[src/rtl/target_responder_if.sv]
// Pixel-stream and projectile bus for the target stage: timing/rgb in and out,
// bullet position in, hit/score/target position out, plus an FSM debug view.
interface target_responder_if #(
    parameter int SCORE_W = 8
);
    logic [10:0]        hcount_in;
    logic [10:0]        vcount_in;
    logic               h_sync_in;
    logic               v_sync_in;
    logic               h_blank_in;
    logic               v_blank_in;
    logic [11:0]        rgb_in;
    logic [11:0]        bullet_x;
    logic [11:0]        bullet_y;
    logic               bullet_valid;
    logic [10:0]        hcount_out;
    logic [10:0]        vcount_out;
    logic               h_sync_out;
    logic               v_sync_out;
    logic               h_blank_out;
    logic               v_blank_out;
    logic [11:0]        rgb_out;
    logic               hit_out;
    logic [SCORE_W-1:0] score_out;
    logic [11:0]        target_x_out;
    logic [1:0]         state_dbg;

    // Streaming bus: no valid/ready; every signal is sampled on every clock edge.
    modport slave (
        input  hcount_in, vcount_in, h_sync_in, v_sync_in, h_blank_in, v_blank_in,
               rgb_in, bullet_x, bullet_y, bullet_valid,
        output hcount_out, vcount_out, h_sync_out, v_sync_out, h_blank_out,
               v_blank_out, rgb_out, hit_out, score_out, target_x_out, state_dbg
    );

    modport master (
        output hcount_in, vcount_in, h_sync_in, v_sync_in, h_blank_in, v_blank_in,
               rgb_in, bullet_x, bullet_y, bullet_valid,
        input  hcount_out, vcount_out, h_sync_out, v_sync_out, h_blank_out,
               v_blank_out, rgb_out, hit_out, score_out, target_x_out, state_dbg
    );
endinterface

[src/rtl/target_responder.sv]
// Moving target stage: bounces a box along a fixed row, detects bullet hits,
// flashes and respawns after a hit, and overlays the box on the pixel stream.
module target_responder #(
    parameter int          TARGET_W     = 32,
    parameter int          TARGET_H     = 16,
    parameter int          TARGET_Y     = 500,
    parameter int          X_MIN        = 0,
    parameter int          X_MAX        = 767,
    parameter int          STEP         = 2,
    parameter int          FLASH_FRAMES = 30,
    parameter int          SCORE_W      = 8,
    parameter int          V_ACTIVE     = 600,
    parameter logic [11:0] TARGET_COLOR = 12'h0f0,
    parameter logic [11:0] FLASH_COLOR  = 12'hfff
) (
    input  logic               clk,
    input  logic               rst,
    target_responder_if.slave  bus
);
    localparam int                CNT_W      = $clog2(FLASH_FRAMES + 1);
    localparam logic [12:0]       C_TW_M1    = 13'(TARGET_W - 1);
    localparam logic [12:0]       C_TY_TOP   = 13'(TARGET_Y);
    localparam logic [12:0]       C_TY_BOT   = 13'(TARGET_Y + TARGET_H - 1);
    localparam logic [12:0]       C_STEP     = 13'(STEP);
    localparam logic [12:0]       C_XMIN     = 13'(X_MIN);
    localparam logic [12:0]       C_XMAX     = 13'(X_MAX);
    localparam logic [CNT_W-1:0]  C_CNT_LAST = CNT_W'(FLASH_FRAMES - 1);

    typedef enum logic [1:0] {S_MOVE = 2'd0, S_FLASH = 2'd1, S_RESPAWN = 2'd2} state_t;

    state_t             r_state, w_state_nxt;
    logic [11:0]        r_target_x, w_tx_nxt;
    logic               r_dir_left, w_dir_nxt;
    logic [CNT_W-1:0]   r_flash_cnt, w_cnt_nxt;
    logic [SCORE_W-1:0] r_score, w_score_nxt;
    logic               r_hit, w_hit_nxt;
    logic               r_tick;
    logic [11:0]        r_tx_out;

    logic [10:0] r_hc1, r_vc1, r_hc2, r_vc2;
    logic        r_hs1, r_vs1, r_hb1, r_vb1, r_hs2, r_vs2, r_hb2, r_vb2;
    logic [11:0] r_rgb1, r_rgb2;

    logic [12:0] w_tx, w_bx, w_by, w_hc, w_vc;
    logic        w_hit_cond, w_in_tgt;

    assign w_tx = {1'b0, r_target_x};
    assign w_bx = {1'b0, bus.bullet_x};
    assign w_by = {1'b0, bus.bullet_y};
    assign w_hc = {2'b00, r_hc1};
    assign w_vc = {2'b00, r_vc1};

    // 4x4 bullet box against the target box, all in 13 bits so +3 cannot wrap.
    assign w_hit_cond = bus.bullet_valid
                     && (w_bx <= w_tx + C_TW_M1) && (w_bx + 13'd3 >= w_tx)
                     && (w_by <= C_TY_BOT)       && (w_by + 13'd3 >= C_TY_TOP);

    assign w_in_tgt = !r_hb1 && !r_vb1
                   && (w_hc >= w_tx) && (w_hc <= w_tx + C_TW_M1)
                   && (w_vc >= C_TY_TOP) && (w_vc <= C_TY_BOT);

    always_comb begin
        w_state_nxt = r_state;
        w_tx_nxt    = r_target_x;
        w_dir_nxt   = r_dir_left;
        w_cnt_nxt   = r_flash_cnt;
        w_score_nxt = r_score;
        w_hit_nxt   = 1'b0;
        case (r_state)
            S_MOVE: begin
                // A hit in the same cycle as the frame tick suppresses that frame's move.
                if (w_hit_cond) begin
                    w_hit_nxt   = 1'b1;
                    w_cnt_nxt   = '0;
                    w_state_nxt = S_FLASH;
                    if (r_score != {SCORE_W{1'b1}})
                        w_score_nxt = r_score + 1'b1;
                end else if (r_tick) begin
                    if (!r_dir_left) begin
                        if (w_tx + C_STEP > C_XMAX) begin
                            w_tx_nxt  = C_XMAX[11:0];
                            w_dir_nxt = 1'b1;
                        end else begin
                            w_tx_nxt  = r_target_x + C_STEP[11:0];
                        end
                    end else begin
                        if (w_tx < C_XMIN + C_STEP) begin
                            w_tx_nxt  = C_XMIN[11:0];
                            w_dir_nxt = 1'b0;
                        end else begin
                            w_tx_nxt  = r_target_x - C_STEP[11:0];
                        end
                    end
                end
            end
            S_FLASH: begin
                if (r_tick) begin
                    if (r_flash_cnt == C_CNT_LAST)
                        w_state_nxt = S_RESPAWN;
                    else
                        w_cnt_nxt = r_flash_cnt + 1'b1;
                end
            end
            S_RESPAWN: begin
                w_tx_nxt    = C_XMIN[11:0];
                w_dir_nxt   = 1'b0;
                w_cnt_nxt   = '0;
                w_state_nxt = S_MOVE;
            end
            default: w_state_nxt = S_MOVE;
        endcase
    end

    always_ff @(posedge clk or negedge rst) begin
        if (!rst) r_state <= S_MOVE;
        else      r_state <= w_state_nxt;
    end

    always_ff @(posedge clk or negedge rst) begin
        if (!rst) begin
            r_target_x  <= 12'(X_MIN);
            r_dir_left  <= 1'b0;
            r_flash_cnt <= '0;
            r_score     <= '0;
            r_hit       <= 1'b0;
            r_tick      <= 1'b0;
            r_tx_out    <= '0;
        end else begin
            r_target_x  <= w_tx_nxt;
            r_dir_left  <= w_dir_nxt;
            r_flash_cnt <= w_cnt_nxt;
            r_score     <= w_score_nxt;
            r_hit       <= w_hit_nxt;
            r_tick      <= (bus.vcount_in == 11'(V_ACTIVE)) && (bus.hcount_in == 11'd0);
            r_tx_out    <= r_target_x;
        end
    end

    // Two-stage timing pipe; the overlay decision is made on stage 1 into stage 2.
    always_ff @(posedge clk or negedge rst) begin
        if (!rst) begin
            r_hc1 <= '0; r_vc1 <= '0; r_hs1 <= 1'b0; r_vs1 <= 1'b0;
            r_hb1 <= 1'b0; r_vb1 <= 1'b0; r_rgb1 <= '0;
            r_hc2 <= '0; r_vc2 <= '0; r_hs2 <= 1'b0; r_vs2 <= 1'b0;
            r_hb2 <= 1'b0; r_vb2 <= 1'b0; r_rgb2 <= '0;
        end else begin
            r_hc1  <= bus.hcount_in;
            r_vc1  <= bus.vcount_in;
            r_hs1  <= bus.h_sync_in;
            r_vs1  <= bus.v_sync_in;
            r_hb1  <= bus.h_blank_in;
            r_vb1  <= bus.v_blank_in;
            r_rgb1 <= bus.rgb_in;
            r_hc2  <= r_hc1;
            r_vc2  <= r_vc1;
            r_hs2  <= r_hs1;
            r_vs2  <= r_vs1;
            r_hb2  <= r_hb1;
            r_vb2  <= r_vb1;
            r_rgb2 <= w_in_tgt ? ((r_state == S_FLASH) ? FLASH_COLOR : TARGET_COLOR) : r_rgb1;
        end
    end

    assign bus.hcount_out   = r_hc2;
    assign bus.vcount_out   = r_vc2;
    assign bus.h_sync_out   = r_hs2;
    assign bus.v_sync_out   = r_vs2;
    assign bus.h_blank_out  = r_hb2;
    assign bus.v_blank_out  = r_vb2;
    assign bus.rgb_out      = r_rgb2;
    assign bus.hit_out      = r_hit;
    assign bus.score_out    = r_score;
    assign bus.target_x_out = r_tx_out;
    assign bus.state_dbg    = r_state;
endmodule

[src/flat_wrapper.sv]
// flat-port wrapper written by rule: the top's interface ports become plain ports
module target_responder_flat 
#(
    parameter int          TARGET_W     = 32,
    parameter int          TARGET_H     = 16,
    parameter int          TARGET_Y     = 500,
    parameter int          X_MIN        = 0,
    parameter int          X_MAX        = 767,
    parameter int          STEP         = 2,
    parameter int          FLASH_FRAMES = 30,
    parameter int          SCORE_W      = 8,
    parameter int          V_ACTIVE     = 600,
    parameter logic [11:0] TARGET_COLOR = 12'h0f0,
    parameter logic [11:0] FLASH_COLOR  = 12'hfff
)
  (clk, rst, bus_hcount_in, bus_vcount_in, bus_h_sync_in, bus_v_sync_in, bus_h_blank_in, bus_v_blank_in, bus_rgb_in, bus_bullet_x, bus_bullet_y, bus_bullet_valid, bus_hcount_out, bus_vcount_out, bus_h_sync_out, bus_v_sync_out, bus_h_blank_out, bus_v_blank_out, bus_rgb_out, bus_hit_out, bus_score_out, bus_target_x_out, bus_state_dbg);
  target_responder_if #(.SCORE_W(SCORE_W)) bus_i ();
  input  logic clk;
  input  logic rst;
  input wire logic [$bits(bus_i.hcount_in)-1:0] bus_hcount_in;
  input wire logic [$bits(bus_i.vcount_in)-1:0] bus_vcount_in;
  input wire logic [$bits(bus_i.h_sync_in)-1:0] bus_h_sync_in;
  input wire logic [$bits(bus_i.v_sync_in)-1:0] bus_v_sync_in;
  input wire logic [$bits(bus_i.h_blank_in)-1:0] bus_h_blank_in;
  input wire logic [$bits(bus_i.v_blank_in)-1:0] bus_v_blank_in;
  input wire logic [$bits(bus_i.rgb_in)-1:0] bus_rgb_in;
  input wire logic [$bits(bus_i.bullet_x)-1:0] bus_bullet_x;
  input wire logic [$bits(bus_i.bullet_y)-1:0] bus_bullet_y;
  input wire logic [$bits(bus_i.bullet_valid)-1:0] bus_bullet_valid;
  output wire logic [$bits(bus_i.hcount_out)-1:0] bus_hcount_out;
  output wire logic [$bits(bus_i.vcount_out)-1:0] bus_vcount_out;
  output wire logic [$bits(bus_i.h_sync_out)-1:0] bus_h_sync_out;
  output wire logic [$bits(bus_i.v_sync_out)-1:0] bus_v_sync_out;
  output wire logic [$bits(bus_i.h_blank_out)-1:0] bus_h_blank_out;
  output wire logic [$bits(bus_i.v_blank_out)-1:0] bus_v_blank_out;
  output wire logic [$bits(bus_i.rgb_out)-1:0] bus_rgb_out;
  output wire logic [$bits(bus_i.hit_out)-1:0] bus_hit_out;
  output wire logic [$bits(bus_i.score_out)-1:0] bus_score_out;
  output wire logic [$bits(bus_i.target_x_out)-1:0] bus_target_x_out;
  output wire logic [$bits(bus_i.state_dbg)-1:0] bus_state_dbg;
  assign bus_i.hcount_in = bus_hcount_in;
  assign bus_i.vcount_in = bus_vcount_in;
  assign bus_i.h_sync_in = bus_h_sync_in;
  assign bus_i.v_sync_in = bus_v_sync_in;
  assign bus_i.h_blank_in = bus_h_blank_in;
  assign bus_i.v_blank_in = bus_v_blank_in;
  assign bus_i.rgb_in = bus_rgb_in;
  assign bus_i.bullet_x = bus_bullet_x;
  assign bus_i.bullet_y = bus_bullet_y;
  assign bus_i.bullet_valid = bus_bullet_valid;
  assign bus_hcount_out = bus_i.hcount_out;
  assign bus_vcount_out = bus_i.vcount_out;
  assign bus_h_sync_out = bus_i.h_sync_out;
  assign bus_v_sync_out = bus_i.v_sync_out;
  assign bus_h_blank_out = bus_i.h_blank_out;
  assign bus_v_blank_out = bus_i.v_blank_out;
  assign bus_rgb_out = bus_i.rgb_out;
  assign bus_hit_out = bus_i.hit_out;
  assign bus_score_out = bus_i.score_out;
  assign bus_target_x_out = bus_i.target_x_out;
  assign bus_state_dbg = bus_i.state_dbg;
  target_responder #(.TARGET_W(TARGET_W), .TARGET_H(TARGET_H), .TARGET_Y(TARGET_Y), .X_MIN(X_MIN), .X_MAX(X_MAX), .STEP(STEP), .FLASH_FRAMES(FLASH_FRAMES), .SCORE_W(SCORE_W), .V_ACTIVE(V_ACTIVE), .TARGET_COLOR(TARGET_COLOR), .FLASH_COLOR(FLASH_COLOR)) u_core (.clk(clk), .rst(rst), .bus(bus_i));
endmodule
[config.mk]
export PLATFORM = sky130hd
export DESIGN_NAME = target_responder_flat
export DESIGN_NICKNAME = d
export VERILOG_FILES = /design/src/rtl/target_responder_if.sv /design/src/rtl/target_responder.sv /design/src/flat_wrapper.sv
export SDC_FILE = /design/constraint.sdc
export NUM_CORES = 1
export LEC_CHECK = 0
export CAP_MARGIN = 0
export CORE_MARGIN = 1
export CORE_UTILIZATION = 56
export DETAILED_ROUTE_END_ITERATION = 8
export HOLD_SLACK_MARGIN = 0.12
export PLACE_DENSITY = 0.94
export REMOVE_ABC_BUFFERS = 1
export SYNTH_ARGS = -nofsm -noshare
export SYNTH_HDL_FRONTEND = slang
export SYNTH_SLANG_ARGS = --single-unit
[constraint.sdc]
create_clock -name clk -period 8.3 [get_ports clk]
set_input_delay 0.83 -clock clk [delete_from_list [all_inputs] [get_ports clk]]
set_output_delay 0.83 -clock clk [all_outputs]
set_load 0.01 [all_outputs]
==> results.md <==
Setup path:
- STA puts the critical path data required time at 8.70 ns.
- In this design, the stage delay of the slowest critical-path cell is 0.59 ns.
- The end of the worst register-to-register path is u_core.bus.rgb_out[9].
- The start-to-end type of the worst setup path is flip-flop to flip-flop.
- The sort of element at the end of the critical path is a flip-flop.
- The worst setup path is launched from a flip-flop.
- The kind of cell adding the most delay to the critical path is simple AND/OR/NAND/NOR gates.
- The depth of the most critical reg-to-reg path is 12.
- Together, buffers and inverters on the worst path number 1.
- The most numerous cell type found on the critical path is sky130_fd_sc_hd__ha_1.
- The maximum fanout along the worst path is 12.
- The cell with the biggest individual delay on the critical path is sky130_fd_sc_hd__nor4b_2.
- The worst register-to-register path begins at u_core.r_target_x[2].
- In this run the worst setup path begins at u_core.r_target_x[2].
- The setup slack of the most critical reg-to-reg path is between 3 and 4 ns.
- In this run the number of cells on the critical path is 12.
- The critical path goes through inv_1 > ha_1 > nor4b_2 > xnor2_1 > ha_1 > or4_1 > o22a_1 > maj3_1 > a211oi_1 > a211o_1 > nand4_1 > mux2_1.
- Data arrives at the worst endpoint at roughly 5.2 ns.

Global route:
- The remaining global-route overflow is 0.
- The number of global-route vias before repair is just over 5000.
- The initial antenna violation count was 0.
- The wire length of the first global-routing pass is 25100 um.
- Global routing consumed, over all layers together, between 20% and 30% of the routing resources.
- The maximum number of pins on one net before global-route repair is 71.

Route:
- The average wire length per cell after detail routing is approximately 19 um.
- The detailed router placed around 5000 vias in this run.
- The number of design rule violations left after detail routing is 0.
- The number of iterations in the first detailed-routing pass is 6.
- The residual antenna-violating net count after detailed routing is 0.
- Using the TritonRoute via totals, the vias-per-cell ratio works out to 6.05.
- After detailed routing, the total wire length is 15200 um.
- The DRC marker count from the first detailed-route iteration is roughly 330.

Clock network:
- TritonCTS built the clock tree.
- After clock tree synthesis, the flow added hold-fix buffers numbering 0.
- The H-tree was split into 4 levels.
- The buffer cell driving the clock tree root is sky130_fd_sc_hd__clkbuf_8.
- The TritonCTS sink count is approximately 120.
- The number of buffers created by CTS is 17.
- The number of buffers on the longest clock path is 2.
- The count of instances resized after the clock tree is built is 0.
- The total setup buffers inserted after CTS is 0.
- The later pin in the worst-skew pair is clocked with a latency of 0.52 ns.
- Clock-pin slew was measured on the worst setup and hold paths at 0.05 ns.

Timing:
- Between clock sinks in the finished design, the worst skew comes to between 0.005 and 0.006 ns.
- The number of hold violations in the final report is 0.
- The maximum clock frequency is between 200 and 250 MHz.
- The number of max-slew violations in the final report was 0.
- For the pin with the worst max-slew slack, the measured transition is ~1 ns.
- Setup violations remaining at the end of the flow were counted as 0.
- The smallest clock period supported by the final layout is computed as ~4.8 ns.
- Measured against its own limit, the worst slew margin works out to a little over a third.
- The final worst-path cycle share is a little under 60%.
- Setup repair after global routing left no endpoint under its margin.
- The aggregate negative setup slack is 0 ns.

Finish:
- After routing the design area is 0.00798 mm2.
- Relative to the synthesized area, the layout overhead comes to 31.8%.
- Measured on the finished design, the core utilization comes to around 77%.
- The number of inserted diodes is 0.
- The post-layout net count is between 700 and 800.
- The fraction of layout instances using a drive strength above 1 is 7.91%.

Outcome:
- The flow ran to the end, and the final reports show no timing, DRC or antenna violations.

Place:
- Detailed placement finished with a half-perimeter wire length of between 10000 and 15000 um.
- In this run the tool buffered the top-level ports with 125 buffer cells.
- The congestion estimate from routability-driven global placement came to slightly above 0.9.
- The standard cell area after detailed placement is 0.00739 mm2.

Synthesis:
- The fraction of registers with async set/reset is 100%.
- After technology mapping, the gate count stands at approximately 540.
- The number of synthesized register bits is 118.
- The mean instance size in the synthesized netlist is roughly 11 um2.
- The share of the Yosys chip area taken by registers is 48.8%.
- During synthesis, Yosys emitted a total of 0 warnings.
- The most used flip-flop cell after synthesis is sky130_fd_sc_hd__dfrtp_1.
- The count of flip-flops with a built-in enable after synthesis is 0.
- Yosys mapped the design onto 66 distinct sky130hd cell types.
- The cell area after synthesis is around 0.006 mm2.

Power and ir drop:
- The worst-case IR drop observed on VDD is 0.000145 V.
- For this design the ratio of total power to cell area is between 150 and 200 mW/mm2.
- The analysis attributes to cell leakage a power of roughly 3.4 nW.

Die:
- The initial utilization of the core area, before any placement, comes to approximately 58%.
- The core area is between 0.01 and 0.015 mm2.
- The die height is 106 um.
- approximately 130 I/O pins were placed.
- The die covers 0.0112 mm2.
- The floorplan step set the die width to ~110 um.
- The floorplan row count is 37.

Flow run:
- The number of max-cap violations is 0.

Worst hold path:
- The worst hold path belongs to the class primary input to asynchronous set/reset pin.
[sequential cells by signal (all words and copies together), names as in the netlist, 2 cells and up]
name,flops
u_core.bus.rgb_out,12
u_core.bus.target_x_out,12
u_core.r_rgb1,12
u_core.r_target_x,12
u_core.bus.hcount_out,11
u_core.bus.vcount_out,11
u_core.r_hc1,11
u_core.r_vc1,11
u_core.bus.score_out,8
u_core.r_flash_cnt,5
u_core.bus.state_dbg,2
[per-layer routing]
metal | track usage (%) | vias up | wire length [um]
li1 | - | 2253 | -
met4 | 14.6 | 0 | 383
met1 | 33.4 | 2392 | 5910
met3 | 8.28 | 47 | 1160
met5 | 0 | - | 0
met2 | 50.0 | 267 | 7730
[synthesized netlist by cell type, drive strengths merged (3+ instances only)]
library cell / count / share of area (%)
nor3: 21 / 2.1
a211oi: 11 / 1.7
a211o: 6 / 0.87
o21a: 4 / 0.50
xnor2: 24 / 3.5
o22a: 5 / 0.72
nand2b: 11 / 1.1
nand4: 14 / 1.4
nor3b: 4 / 0.50
nor2b: 5 / 0.52
and4: 5 / 0.72
or4: 4 / 0.50
mux2i: 4 / 0.66
nor4b: 6 / 1.3
ha: 49 / 10
nor2: 25 / 1.6
o2111ai: 3 / 0.43
nand3: 25 / 2.1
nand2: 30 / 1.9
mux2: 12 / 2.2
buf: 9 / 0.95
a21oi: 22 / 1.9
xnor3: 4 / 1.5
xor2: 9 / 1.3
a21o: 8 / 0.99
dfrtp: 118 / 49
a31oi: 7 / 0.72
clkbuf: 9 / 0.56
nand3b: 3 / 0.37
inv: 23 / 1.4
nor4: 10 / 1.0
o21ai: 24 / 2.0
[stage by stage]
stage	total power [mW]	hold WS, ns	std cells	setup WS (ns)
floorplan	0.649	0.331	525	4.42
global placement	0.722	0.331	787	3.51
detailed placement	0.727	0.338	787	3.24
CTS	1.45	0.321	819	3.54
global route	1.49	0.353	819	3.18
finish	1.44	0.309	819	3.48
[kinds of logic after synthesis]
group	count (synthesis)	share of synthesized area, %
AND/OR/NAND/NOR	172	16.2
AO/OA/AOI/OAI	107	12.3
XOR/XNOR	37	6.27
flip-flops	118	48.8
buffers and inverters	42	3.00
adder cells (fa/ha/maj)	51	10.5
multiplexers	16	2.89
[final cells by class]
class,instances,area [um2]
inverters,24,90.1
clock buffers,21,439
repair buffers,126,1260
clock inverters,11,151
multi-input cells,383,2920
flip-flops and latches,118,2950
fillers,641,2440
well taps,136,170
[worst max-delay path by stage]
stage / to / slack, ns
after floorplan: u_core.bus.rgb_out[3] / 4.42
after global placement: u_core.r_target_x[1] / 3.51
after detailed placement: u_core.r_target_x[1] / 3.24
after CTS: u_core.bus.rgb_out[9] / 3.54
after global routing: u_core.bus.rgb_out[3] / 3.18
final: u_core.bus.rgb_out[9] / 3.48
[placed cells by master, fill, tap and decap left out, types with 7 or more instances in the layout]
master	synthesis	routed
sky130_fd_sc_hd__clkbuf_16	0	16
sky130_fd_sc_hd__a21oi_1	21	21
sky130_fd_sc_hd__xnor2_1	24	24
sky130_fd_sc_hd__nor3_1	18	18
sky130_fd_sc_hd__a31oi_1	7	7
sky130_fd_sc_hd__nand2_1	29	29
sky130_fd_sc_hd__o21ai_0	22	22
sky130_fd_sc_hd__nand2b_1	11	11
sky130_fd_sc_hd__ha_1	49	49
sky130_fd_sc_hd__clkdlybuf4s50_1	0	124
sky130_fd_sc_hd__dfrtp_1	118	118
sky130_fd_sc_hd__mux2_2	10	10
sky130_fd_sc_hd__inv_1	22	22
sky130_fd_sc_hd__a21o_1	8	8
sky130_fd_sc_hd__a211oi_1	9	9
sky130_fd_sc_hd__nand3_1	25	25
sky130_fd_sc_hd__nor2_1	25	25
sky130_fd_sc_hd__xor2_1	9	9
sky130_fd_sc_hd__nand4_1	14	14
sky130_fd_sc_hd__nor4_1	10	10
[worst reg2reg max path, delay by kind of cell (launching register included)]
family | cells | cell delay, ns
xor gates and xnor gates | 1 | 0.19
AOI/OAI and AO/OA | 3 | 0.71
buffers and inverters | 1 | 0.22
adders and majority gates | 3 | 0.95
DFF | 1 | 0.53
muxes | 1 | 0.55
and+or+nand+nor | 3 | 1.55
[power breakdown]
part	internal [mW]	switching [mW]	leakage, nW	total [mW]
combinational	0.0641	0.0530	1.70	0.117
sequential	0.595	0.00907	1.40	0.604
clock	0.465	0.254	0.274	0.720
(Power assumes the default switching activity.)
